--- config.mk ---
export PLATFORM = sky130hd
export DESIGN_NAME = eth_tx_arbiter
export DESIGN_NICKNAME = d
export VERILOG_FILES = /design/src/rtl/eth_tx_arbiter.sv
export SDC_FILE = /design/constraint.sdc
export NUM_CORES = 1
export LEC_CHECK = 0
export ABC_AREA = 0
export BUFFER_PORTS_ARGS = -buffer_cell sky130_fd_sc_hd__buf_2
export CORE_MARGIN = 3
export CORE_UTILIZATION = 40
export CTS_CLUSTER_SIZE = 10
export DETAILED_ROUTE_END_ITERATION = 10
export PLACE_DENSITY = 0.79
export SLEW_MARGIN = 20
export SYNTH_ARGS = -nofsm -noshare
export SYNTH_HDL_FRONTEND = slang
export SYNTH_SLANG_ARGS = --single-unit
export TNS_END_PERCENT = 1
--- constraint.sdc ---
create_clock -name clk -period 5.14 [get_ports clk]
set_clock_uncertainty 0.05 [all_clocks]
set_input_delay 0.257 -clock clk [delete_from_list [all_inputs] [get_ports clk]]
set_output_delay 0.257 -clock clk [all_outputs]
set_load 0.02 [all_outputs]
--- src/rtl/eth_tx_arbiter.sv ---
// Three-source (ARP/PING/UDP) packet arbiter onto one 32-bit TX stream.
// Fixed priority with UDP anti-starvation, stall timeout with forced eop and drain.
module eth_tx_arbiter #(
  parameter int unsigned TIMEOUT    = 1024,
  parameter int unsigned STARVE_MAX = 4
) (
  input  logic        clk,
  input  logic        rst_n,

  input  logic [31:0] i_arp_data,
  input  logic        i_arp_vld,
  input  logic        i_arp_sop,
  input  logic        i_arp_eop,
  output logic        o_arp_rdy,

  input  logic [31:0] i_ping_data,
  input  logic        i_ping_vld,
  input  logic        i_ping_sop,
  input  logic        i_ping_eop,
  output logic        o_ping_rdy,

  input  logic [31:0] i_udp_data,
  input  logic        i_udp_vld,
  input  logic        i_udp_sop,
  input  logic        i_udp_eop,
  output logic        o_udp_rdy,

  output logic [31:0] o_tx_data,
  output logic        o_tx_vld,
  output logic        o_tx_sop,
  output logic        o_tx_eop,
  input  logic        i_tx_rdy,

  output logic [1:0]  o_grant,
  output logic        o_busy,
  output logic        o_timeout,
  output logic [7:0]  o_drop_cnt
);

  localparam int unsigned DW = 32;
  localparam int unsigned SW = 3;
  localparam int unsigned IW = $clog2(TIMEOUT + 1);
  localparam int unsigned CW = 8;

  localparam logic [1:0]    G_NONE = 2'd0;
  localparam logic [1:0]    G_ARP  = 2'd1;
  localparam logic [1:0]    G_PING = 2'd2;
  localparam logic [1:0]    G_UDP  = 2'd3;
  localparam logic [SW-1:0] STARVE_LIM = SW'(STARVE_MAX);
  localparam logic [IW-1:0] IDLE_LAST  = IW'(TIMEOUT - 1);
  localparam logic [CW-1:0] DROP_SAT   = '1;

  typedef enum logic [1:0] {IDLE, GRANT, ABORT, DRAIN} state_t;

  state_t        state_q, state_d;
  logic [1:0]    grant_q, grant_d;
  logic [SW-1:0] starve_cnt_q, starve_cnt_d;
  logic [IW-1:0] idle_cnt_q, idle_cnt_d;
  logic [CW-1:0] drop_cnt_q, drop_cnt_d;
  logic          timeout_q, timeout_d;

  logic          req_arp, req_ping, req_udp;
  logic          stray_arp, stray_ping, stray_udp;
  logic [DW-1:0] own_data;
  logic          own_vld, own_sop, own_eop, own_rdy;
  logic [DW-1:0] tx_data;
  logic          tx_vld, tx_sop, tx_eop;
  logic          arp_rdy, ping_rdy, udp_rdy;

  assign req_arp    = i_arp_vld  & i_arp_sop;
  assign req_ping   = i_ping_vld & i_ping_sop;
  assign req_udp    = i_udp_vld  & i_udp_sop;
  assign stray_arp  = i_arp_vld  & ~i_arp_sop;
  assign stray_ping = i_ping_vld & ~i_ping_sop;
  assign stray_udp  = i_udp_vld  & ~i_udp_sop;

  // Current owner's stream, selected by the registered grant
  always_comb begin
    own_data = '0;
    own_vld  = 1'b0;
    own_sop  = 1'b0;
    own_eop  = 1'b0;
    case (grant_q)
      G_ARP: begin
        own_data = i_arp_data;
        own_vld  = i_arp_vld;
        own_sop  = i_arp_sop;
        own_eop  = i_arp_eop;
      end
      G_PING: begin
        own_data = i_ping_data;
        own_vld  = i_ping_vld;
        own_sop  = i_ping_sop;
        own_eop  = i_ping_eop;
      end
      G_UDP: begin
        own_data = i_udp_data;
        own_vld  = i_udp_vld;
        own_sop  = i_udp_sop;
        own_eop  = i_udp_eop;
      end
      G_NONE: ;
    endcase
  end

  // Next-state, counters and stream outputs
  always_comb begin
    state_d      = state_q;
    grant_d      = grant_q;
    starve_cnt_d = starve_cnt_q;
    idle_cnt_d   = idle_cnt_q;
    drop_cnt_d   = drop_cnt_q;
    timeout_d    = 1'b0;
    tx_data      = '0;
    tx_vld       = 1'b0;
    tx_sop       = 1'b0;
    tx_eop       = 1'b0;
    own_rdy      = 1'b0;
    arp_rdy      = 1'b0;
    ping_rdy     = 1'b0;
    udp_rdy      = 1'b0;

    case (state_q)
      IDLE: begin
        arp_rdy    = stray_arp;
        ping_rdy   = stray_ping;
        udp_rdy    = stray_udp;
        idle_cnt_d = '0;
        if ((stray_arp | stray_ping | stray_udp) && (drop_cnt_q != DROP_SAT)) begin
          drop_cnt_d = drop_cnt_q + CW'(1);
        end
        if (req_arp | req_ping | req_udp) begin
          state_d = GRANT;
          if (req_udp && (starve_cnt_q == STARVE_LIM)) grant_d = G_UDP;
          else if (req_arp)                           grant_d = G_ARP;
          else if (req_ping)                          grant_d = G_PING;
          else                                        grant_d = G_UDP;
          // UDP loses a round only when it was actually waiting
          if (grant_d == G_UDP) begin
            starve_cnt_d = '0;
          end else if (req_udp && (starve_cnt_q < STARVE_LIM)) begin
            starve_cnt_d = starve_cnt_q + SW'(1);
          end
        end
      end

      GRANT: begin
        tx_data = own_data;
        tx_vld  = own_vld;
        tx_sop  = own_sop;
        tx_eop  = own_eop;
        own_rdy = i_tx_rdy;
        if (own_vld && i_tx_rdy) begin
          idle_cnt_d = '0;
          if (own_eop) begin
            state_d = IDLE;
            grant_d = G_NONE;
          end
        end else if (!own_vld) begin
          if (idle_cnt_q == IDLE_LAST) begin
            state_d    = ABORT;
            timeout_d  = 1'b1;
            idle_cnt_d = '0;
          end else begin
            idle_cnt_d = idle_cnt_q + IW'(1);
          end
        end
      end

      ABORT: begin
        tx_vld = 1'b1;
        tx_eop = 1'b1;
        if (i_tx_rdy) begin
          state_d    = DRAIN;
          idle_cnt_d = '0;
        end
      end

      DRAIN: begin
        own_rdy = 1'b1;
        if (own_vld) begin
          idle_cnt_d = '0;
          if (own_eop) begin
            state_d = IDLE;
            grant_d = G_NONE;
          end
        end else if (idle_cnt_q == IDLE_LAST) begin
          state_d    = IDLE;
          grant_d    = G_NONE;
          idle_cnt_d = '0;
        end else begin
          idle_cnt_d = idle_cnt_q + IW'(1);
        end
      end
    endcase

    if (grant_q == G_ARP)  arp_rdy  = arp_rdy  | own_rdy;
    if (grant_q == G_PING) ping_rdy = ping_rdy | own_rdy;
    if (grant_q == G_UDP)  udp_rdy  = udp_rdy  | own_rdy;

    // Nothing moves on either side while reset is held
    if (!rst_n) begin
      tx_vld   = 1'b0;
      arp_rdy  = 1'b0;
      ping_rdy = 1'b0;
      udp_rdy  = 1'b0;
    end
  end

  always_ff @(posedge clk) begin
    if (!rst_n) begin
      state_q      <= IDLE;
      grant_q      <= G_NONE;
      starve_cnt_q <= '0;
      idle_cnt_q   <= '0;
      drop_cnt_q   <= '0;
      timeout_q    <= 1'b0;
    end else begin
      state_q      <= state_d;
      grant_q      <= grant_d;
      starve_cnt_q <= starve_cnt_d;
      idle_cnt_q   <= idle_cnt_d;
      drop_cnt_q   <= drop_cnt_d;
      timeout_q    <= timeout_d;
    end
  end

  assign o_tx_data  = tx_data;
  assign o_tx_vld   = tx_vld;
  assign o_tx_sop   = tx_sop;
  assign o_tx_eop   = tx_eop;
  assign o_arp_rdy  = arp_rdy;
  assign o_ping_rdy = ping_rdy;
  assign o_udp_rdy  = udp_rdy;
  assign o_grant    = grant_q;
  assign o_busy     = (state_q != IDLE);
  assign o_timeout  = timeout_q;
  assign o_drop_cnt = drop_cnt_q;

endmodule

==> results of run 1 <==
cell usage in the layout, fill, tap and decap left out, types with 2 or more instances in the layout:
| cell type | count |
|---|---|
| nor2_1 | 54 |
| a21oi_1 | 11 |
| dfxtp_1 | 26 |
| mux2_2 | 34 |
| o21a_1 | 2 |
| nor4_1 | 4 |
| nand3_1 | 17 |
| nor3b_1 | 2 |
| and4_1 | 3 |
| a221oi_1 | 2 |
| buf_4 | 2 |
| a31oi_1 | 2 |
| or2_2 | 2 |
| nand4_1 | 4 |
| o21ai_0 | 7 |
| nand2b_1 | 2 |
| buf_2 | 157 |
| clkbuf_8 | 3 |
| o32ai_1 | 2 |
| and3_1 | 4 |
| xnor2_1 | 6 |
| a211o_1 | 2 |
| inv_1 | 6 |
| ha_1 | 8 |
| o22ai_1 | 3 |
| and3b_1 | 2 |
| a41oi_1 | 2 |
| nor3_1 | 3 |
| a22oi_1 | 35 |
| nor2b_1 | 6 |
| o31ai_1 | 2 |
| mux2i_1 | 3 |
| nand2_1 | 18 |
| o211a_1 | 4 |
| o211ai_1 | 6 |
| and2_1 | 2 |
| a21o_1 | 2 |
| clkinv_1 | 2 |
layer usage:
layer / vias to the layer above / share of wire (%)
li1: 1517 / -
met1: 1465 / 40
met2: 122 / 51
met3: 15 / 7.2
met4: 0 / 2.3
met5: - / 0
power by group through the flow:
| stage | combinational [mW] | clock [mW] | sequential [mW] |
|---|---|---|---|
| 2_1_floorplan | 0.616 | 0 | 0.268 |
| 3_3_place_gp | 0.760 | 0 | 0.312 |
| 3_5_place_dp | 0.772 | 0 | 0.315 |
| 4_1_cts | 0.775 | 0.128 | 0.310 |
| 5_1_grt | 0.853 | 0.137 | 0.318 |
| 6_report | 0.780 | 0.128 | 0.310 |
critical path, delay by kind of cell (launching register included):
kind                   cells  cell delay (ps)
AOI/OAI and AO/OA          4             1590
DFF                        1              770
buffers and inverters      1              410
and+or+nand+nor            1              260
final cells by class:
cell class,count,area (um2),area share [%]
Timing Repair Buffer,159,801,23.6
Sequential cell,27,542,15.9
Tap cell,75,93.8,2.76
Inverter,8,30.0,0.884
Clock inverter,1,5.00,0.147
Clock buffer,3,41.3,1.22
Multi-Input combinational cell,272,1880,55.5
metrics by stage:
step / hold slack [ps] / util (%) / std cells / total power, mW
floorplan: 372 / - / 330 / 0.884
detailed placement: 394 / 55.3 / 541 / 1.09
finish: 292 / 56.0 / 545 / 1.22
global placement: 390 / 55.3 / 541 / 1.07
CTS: 284 / 56.0 / 545 / 1.21
global route: 317 / 56.0 / 545 / 1.31
cells by family after synthesis:
group / synth area share, %
DFF: 21.2
adders and majority gates: 3.92
buffers and inverters: 5.19
and+or+nand+nor: 25.2
muxes: 16.7
xor gates and xnor gates: 2.06
AOI/OAI and AO/OA: 25.8
flip-flops by register name, indices dropped and copies added (netlist names):
name	count
idle_cnt_q	11
state_q	2
starve_cnt_q	3
o_timeout	1
o_drop_cnt	8
o_grant	2
final timing paths:
path / slack, ps / cells after the start / startpoint / end
max reg2reg: 1930 / 6 / o_grant[1]$_SDFFE_PN0P_ / state_q[0]$_SDFFE_PN0P_
max: 1930 / 6 / o_grant[1]$_SDFFE_PN0P_ / state_q[0]$_SDFFE_PN0P_
min: 290 / 4 / i_ping_vld / o_grant[0]$_SDFFE_PN0P_
min reg2reg: 410 / 2 / idle_cnt_q[10]$_SDFFE_PN0P_ / idle_cnt_q[10]$_SDFFE_PN0P_
==> metrics, run 1 <==
Unique masters post-synth=54; post-CTS sizing=0; count leader, synth=nor2_1; grt met1 use=approximately a quarter; Die X=between 80 and 90 um; Ys Warns=0; Worst setup EP type=flop; first-pass GRT wire length=between 10 and 15 mm; Post-synth EDFFs=0; CP Data Required Time=between 5000 and 6000 ps; CTS clock-pin slew for the worst setup and hold paths=between 100 and 150 ps; internal power component=roughly 0.61 mW; post-route ant nets=0; post-route clock period utilization=between 60% and 70%; DP Worst Slack=~2000 ps; Ant. Diodes=0; Post-Synthesis Cells=330; GRT Total Usage=around 22%; setup bufs post-CTS=0; post-synthesis cell area=about 2600 um2; clock network power share=10.5%; ratio of cells with drive above 1 in the final layout=between 40% and 50%; Final Net Count=587; # rows=28; post-synth top area share=roughly a fifth; status=finished, final reports clean; H-tree depth=1; GRT overflow=0; CTS hold repair buffers=0; Via Count=roughly 3100; sequential share of power=about a quarter; pwr dens=approximately 360 nW/um2; # DRC=0; final instance area=approximately 3400 um2; GRT Max-Usage Layer=met2; height of the die=roughly 86 um; final hold vios=0; cell leakage power=1.58 nW; drt initial violations=between 150 and 200; IR drop worst, VDD=slightly above 200 uV; Worst path max stage delay=860 ps; CP Class=reg -> reg; combinational cell fraction of total power=64.0%; switching power total=0.606 mW; RSZ-0062 raised after global routing=no; CP Data Arrival Time=3320 ps; Fill cells=just under 600; # clock sinks=27; fin. max-slew vios=0; vias in the first global route=slightly above 3000; met2 Use GR=40.4%; endpoints failing setup=0; crit-path max FO=27; GP Congestion=roughly 0.84; Max Fclk=around 0.31 GHz; cell accounting for the most synthesized area=dfxtp_1; met3 Use GR=4.51%; initial antenna violation count=0; CTS buffer count=3; Port Buffers=about 160; slowest cell on the critical path=a221oi_1; worst slew pin tran=~1000 ps; Clock Tree Buf Depth=2; Area growth syn-to-layout=33.0%; CP cell instances=buf_4 -> and3b_1 -> a221oi_1 -> o31ai_1 -> a311oi_1 -> o32ai_1; HPWL after DPL=6.68 mm; syn_nets=about 450; Clk Latency, worst-skew pair=between 200 and 300 ps; Post-synth top cells=nor2_1 (54), a22oi_1 (35), mux2_2 (34); Worst setup SP type=flop; DRT Pass-1 Iters=5; Final min period=3210 ps; syn avg cell area=~7.7 um2; num ports=approximately 160; ys flop type=dfxtp_1; sequential area share after synthesis=between 20% and 30%; #FFs+latches synth=27; Vias/cell=about 5.7; Total Wirelength=roughly 8.6 mm; Die ar.=between 7000 and 8000 um2; core area=around 6100 um2; slew margin rel.=around a third; Synth area leaders=dfxtp_1 (21%), mux2_2 (15%), a22oi_1 (10%); setup ws final=roughly 1900 ps; CTS root buffer=clkbuf_8; Initial Utilization=between 40% and 50%; FFs w/ async S/R, synth=0%; setup TNS=0 ps; CTS tree=built; placed cell areas=around 3400 um2; max-cap viol count=0; largest net degree at the start of global routing=between 40 and 50; Hold WC Path Type=in -> reg; Routed wire per std cell=15.7 um; switch share=49.8%
Power figures use the tool's default switching activity.
==> inputs of run 2 (changes only) <==
PLACE_DENSITY = 0.82   (was 0.79)
clock period = 2.7 ns   (was 5.14 ns; I/O delays follow)
==> run 2 against run 1 <==
  * Final cell count is 0.73% higher
  * Hold slack got worse by 110 ps
  * Sequential share of layout area fell by 0.15 points
  * Combinational power grew 110%
  * Clock power is 87% higher
  * Final area increased by 0.96%
  * Critical path type is now reg -> out
==> metrics, run 2 (synthesized netlist as in run 1, its figures left out) <==
flip-flop count of the largest register after layout=11 (unchanged); Hold Slack=179 ps (-113 ps); pwr dens=678 nW/um2 (+89%); ratio of cells with drive above 1 in the final layout=44.3% (+0.47 points); GRT overflow=0 (unchanged); max-cap viol count=0 (unchanged); setup TNS=0 ps (unchanged); initial antenna violation count=0 (unchanged); first-pass GRT wire length=13.6 mm (-0.75%); worst slew pin tran=1000 ps (+4.10 ps); Initial Utilization=42.2% (unchanged); GP Congestion=0.869 (+3.6%); Largest Register=idle_cnt_q; leading cell type in the layout, fill and taps excluded=buf_2; CP Class=reg -> out; CP delay by family, top=buffers and inverters; HPWL after DPL=6.76 mm (+1.2%); Routed wire per std cell=15.7 um (about the same); num ports=158 (unchanged); # rows=28 (unchanged); post-CTS sizing=0 (unchanged); post-route ant nets=0 (unchanged); core area=6060 um2 (unchanged); slowest cell on the critical path=clkinv_1; Die ar.=7380 um2 (unchanged); met3 Use GR=5.48% (+0.96 points); GRT Max-Usage Layer=met2; Worst setup EP type=output port; setup ws final=290 ps (-1640 ps); Max Fclk=0.415 GHz; Total Wirelength=8.62 mm (+0.80%); final hold vios=0 (unchanged); CTS hold repair buffers=0 (unchanged); Worst path max stage delay=470 ps (-390 ps); Clock Tree Buf Depth=2 (unchanged); met2 Use GR=39.0% (-1.4 points); slew margin rel.=32.6% (-0.85 points); CTS buffer count=3 (unchanged); Final Net Count=591 (+0.68%); DRT Pass-1 Iters=5 (unchanged); most frequent cells in the layout=buf_2 (157), nor2_1 (54), a22oi_1 (35); CTS tree=built; Vias/cell=5.71 (-0.22%); CP cell instances=inv_1 -> ha_1 -> clkinv_1 -> buf_4 -> nor2_1 -> buf_2; H-tree depth=1 (unchanged); Hold WC Path Type=in -> reg; cell leakage power=1.59 nW (+0.94%); Buffers & Inverters on Critical Path=4 (+3); drt initial violations=159 (-14%); Ant. Diodes=0 (unchanged); Port Buffers=157 (unchanged); # DRC=0 (unchanged); fin. max-slew vios=0 (unchanged); Area growth syn-to-layout=34.2%; CP Data Required Time=2520 ps (-2740 ps); GRT Total Usage=22.2% (-0.071 points); Clk Latency, worst-skew pair=270 ps (-20 ps); grt met1 use=26.5% (+0.72 points); CTS clock-pin slew for the worst setup and hold paths=100 ps (about the same); CP Data Arrival Time=2220 ps (-1100 ps); Fill cells=592 (-0.50%); Final min period=2410 ps; endpoints failing setup=0 (unchanged); setup bufs post-CTS=0 (unchanged); Via Count=3135 (+0.51%); DP Worst Slack=444 ps (-1580 ps); vias in the first global route=2980 (-1.4%); Worst setup SP type=flop; CTS root buffer=clkbuf_8; # clock sinks=27 (unchanged); RSZ-0062 raised after global routing=no; IR drop worst, VDD=398 uV (+94%); largest net degree at the start of global routing=42 (-6.7%); placed cells=545 (+0.74%); status=finished, final reports clean; height of the die=85.9 um (unchanged); Final Non-Filler Cells=549 (+0.73%); post-route clock period utilization=89.2%; Die X=85.9 um (unchanged); crit-path max FO=20 (-26%)
run 2: cell count changes in the layout (fill, tap and decap cells not counted):
cell and delta:
buf_4 +4, clkinv_2 -1, clkinvlp_4 +1
run 2: cell type report:
type	instances	area [um2]	share of cell area (%)
Multi-Input combinational cell	272	1880	54.9
Timing Repair Buffer	163	831	24.2
Sequential cell	27	542	15.8
Tap cell	75	93.8	2.74
Clock buffer	3	41.3	1.20
Inverter	8	30.0	0.876
Clock inverter	1	7.51	0.219
run 2: tightest hold or removal path, delay by kind of cell:
family,cells,cell delay (ps)
simple gates,1,60
buf+inv,1,120
compound gates,2,140
run 2: worst paths after layout:
| kind | startpoint | to | slack [ps] | cells past startpoint |
|---|---|---|---|---|
| max | state_q[1]$_SDFFE_PN0P_ | o_tx_data[26] | 290 | 6 |
| min | i_ping_vld | o_grant[0]$_SDFFE_PN0P_ | 180 | 4 |
| max reg2reg | idle_cnt_q[0]$_SDFFE_PN0P_ | idle_cnt_q[8]$_SDFFE_PN0P_ | 420 | 6 |
| min reg2reg | idle_cnt_q[10]$_SDFFE_PN0P_ | idle_cnt_q[10]$_SDFFE_PN0P_ | 410 | 2 |
run 2: layer usage:
metal  up-vias  wire length [um]
li1       1525                 -
met1      1459              3400
met2       137              4300
met3        14               759
met4         0               159
met5         -                 0
run 2: per-stage QoR:
stage	total power, mW	cell area (um2)	utilization [%]
after floorplan	1.68	2550	-
after global placement	2.05	3380	55.8
after detailed placement	2.08	3380	55.8
after CTS	2.32	3430	56.6
after global routing	2.51	3430	56.6
final	2.33	3430	56.6
run 2: power by group:
part	internal (mW)	switching [mW]
Sequential	0.442	0.0470
Clock	0.105	0.134
Combinational	0.636	0.962
Total	1.18	1.14
==> inputs of run 3 (changes only) <==
--- a/config.mk
+++ b/config.mk
@@ -8,3 +8,3 @@
 export ABC_AREA = 0
-export BUFFER_PORTS_ARGS = -buffer_cell sky130_fd_sc_hd__buf_2
+export BUFFER_PORTS_ARGS = -buffer_cell sky130_fd_sc_hd__clkbuf_2
 export CORE_MARGIN = 3
--- a/constraint.sdc
+++ b/constraint.sdc
@@ -4,2 +4,2 @@
 set_output_delay 0.135 -clock clk [all_outputs]
-set_load 0.02 [all_outputs]
+set_load 0.05 [all_outputs]
==> run 3 against run 2 <==
  * Final cell count stayed put
  * Utilization stayed put
  * Flip-flop and latch count unchanged
  * Final area did not move
  * Count of clock-buffer cells in the layout did not move
  * Maximum frequency decreased by 3.8%
  * Hold slack better by 1.6 ps
  * Combinational power rose by 19%
  * Die area stayed put
  * Critical path type unchanged
==> metrics, run 3 (synthesized netlist as in run 1, its figures left out) <==
status=finished, final reports clean; height of the die=85.9 um (unchanged); CP Class=reg -> out; drt initial violations=129 (-19%); Final Net Count=591 (unchanged); Seq. cell area=542 um2 (unchanged); most frequent cells in the layout=clkbuf_2 (157), nor2_1 (54), a22oi_1 (35); vias in the first global route=3078 (+3.3%); worst r2r path cells=6 (unchanged); # clock sinks=27 (unchanged); Final Non-Filler Cells=549 (unchanged); internal power component=1.18 mW (-0.27%); Largest Register=idle_cnt_q; final hold vios=0 (unchanged); # rows=28 (unchanged); CTS tree=built; Max Fclk=0.399 GHz (-3.8%); clock network power share=9.1% (-1.2 points); Hold WC Path Type=in -> reg; Tot Pwr=2.64 mW (+13%); sequential share of power=18.7% (-2.3 points); CTS hold repair buffers=0 (unchanged); GRT overflow=0 (unchanged); setup ws final=195 ps (-95.9 ps); pwr dens=769 nW/um2 (+13%); grt met1 use=25.8% (-0.68 points); CTS root buffer=clkbuf_8; Ant. Diodes=0 (unchanged); Worst setup SP type=flop; CP Data Arrival Time=2320 ps (+100 ps); post-route ant nets=0 (unchanged); Vias/cell=5.73 (+0.41%); Total Wirelength=8.65 mm (+0.32%); Final min period=2510 ps (+95.9 ps); post-CTS sizing=0 (unchanged); GP Congestion=0.846 (-2.6%); Worst setup EP type=output port; Die ar.=7380 um2 (unchanged); crit-path max FO=41 (+110%); area of the multi-input gates=1880 um2 (unchanged); RSZ-0062 raised after global routing=no; first-pass GRT wire length=13.8 mm (+1.5%); met3 Use GR=6.15% (+0.67 points); ratio of cells with drive above 1 in the final layout=44.3% (unchanged); cell leakage power=1.57 nW (-1.1%); CP Data Required Time=2520 ps (about the same); worst slew pin tran=943 ps (-59.8 ps); largest net degree at the start of global routing=42 (unchanged); WHS Path Cells=4 (unchanged); switching power total=1.46 mW (+27%); H-tree depth=1 (unchanged); Port Buffers=157 (unchanged); # DRC=0 (unchanged); Routed wire per std cell=15.8 um (+0.32%); post-route clock period utilization=92.8% (+3.6 points); endpoints failing setup=0 (unchanged); setup bufs post-CTS=0 (unchanged); CTS buffer count=3 (unchanged); DRT Pass-1 Iters=4 (-1); core area=6060 um2 (unchanged); Clock Tree Buf Depth=2 (unchanged); IR drop worst, VDD=529 uV (+33%); slew margin rel.=36.6% (+4.0 points); switch share=55.3% (+6.1 points); met2 Use GR=40.4% (+1.4 points); num ports=158 (unchanged); initial antenna violation count=0 (unchanged); Fill cells=569 (-3.9%); GRT Max-Usage Layer=met2; DP Worst Slack=449 ps (+4.83 ps); final instance area=3430 um2 (unchanged); flip-flop count of the largest register after layout=11 (unchanged); combinational cell fraction of total power=72.2% (+3.5 points); Area growth syn-to-layout=34.2% (unchanged); max-cap viol count=0 (unchanged); Hold Slack=180 ps (+1.65 ps); Via Count=3148 (+0.41%); fin. max-slew vios=0 (unchanged); placed cell areas=3380 um2 (unchanged); Initial Utilization=42.2% (unchanged); leading cell type in the layout, fill and taps excluded=clkbuf_2; fin util=56.6% (unchanged); GRT Total Usage=22.5% (+0.28 points); setup TNS=0 ps (unchanged); HPWL after DPL=6.88 mm (+1.8%); Clk Latency, worst-skew pair=280 ps (about the same); placed cells=545 (unchanged); Die X=85.9 um (unchanged); CTS clock-pin slew for the worst setup and hold paths=100 ps (about the same)
-- run 3: cell count changes in the layout (fill, tap and decap cells not counted), sizes merged --
cell | previous run | this run
buf | 163 | 6
clkbuf | 3 | 160
-- run 3: path summary, 6_finish.rpt --
kind	from	to	slack (ps)
max reg2reg	idle_cnt_q[0]$_SDFFE_PN0P_	idle_cnt_q[8]$_SDFFE_PN0P_	410
min reg2reg	idle_cnt_q[10]$_SDFFE_PN0P_	idle_cnt_q[10]$_SDFFE_PN0P_	410
min	i_ping_vld	o_grant[0]$_SDFFE_PN0P_	180
max	o_grant[0]$_SDFFE_PN0P_	o_tx_data[10]	190
-- run 3: worst max-delay path: stages, from the launching register on --
cell and delay (ps):
dfxtp_2 380, buf_4 440, nor2b_2 250, buf_4 340
a22oi_1 150, nor2_1 150, clkbuf_2 300
-- run 3: area by class of cell --
class,instances,area share [%]
clock buffer,3,1.20
clock inverter,1,0.219
inverter,8,0.876
multi-input combinational,272,54.9
sequential,27,15.8
tap,75,2.74
timing repair buffer,163,24.2
-- run 3: metal layers --
| layer | vias up | part of all wire [%] |
|---|---|---|
| li1 | 1528 | - |
| met1 | 1474 | 39 |
| met2 | 131 | 51 |
| met3 | 15 | 8.1 |
| met4 | 0 | 2.0 |
| met5 | - | 0 |
-- run 3: power by group through the flow --
| stage | Clock [mW] | Combinational, mW | Sequential, mW |
|---|---|---|---|
| 2_1_floorplan | 0 | 1.42 | 0.566 |
| 3_3_place_gp | 0 | 1.86 | 0.495 |
| 3_5_place_dp | 0 | 1.89 | 0.501 |
| 4_1_cts | 0.243 | 1.90 | 0.492 |
| 5_1_grt | 0.259 | 2.04 | 0.499 |
| 6_report | 0.240 | 1.90 | 0.493 |
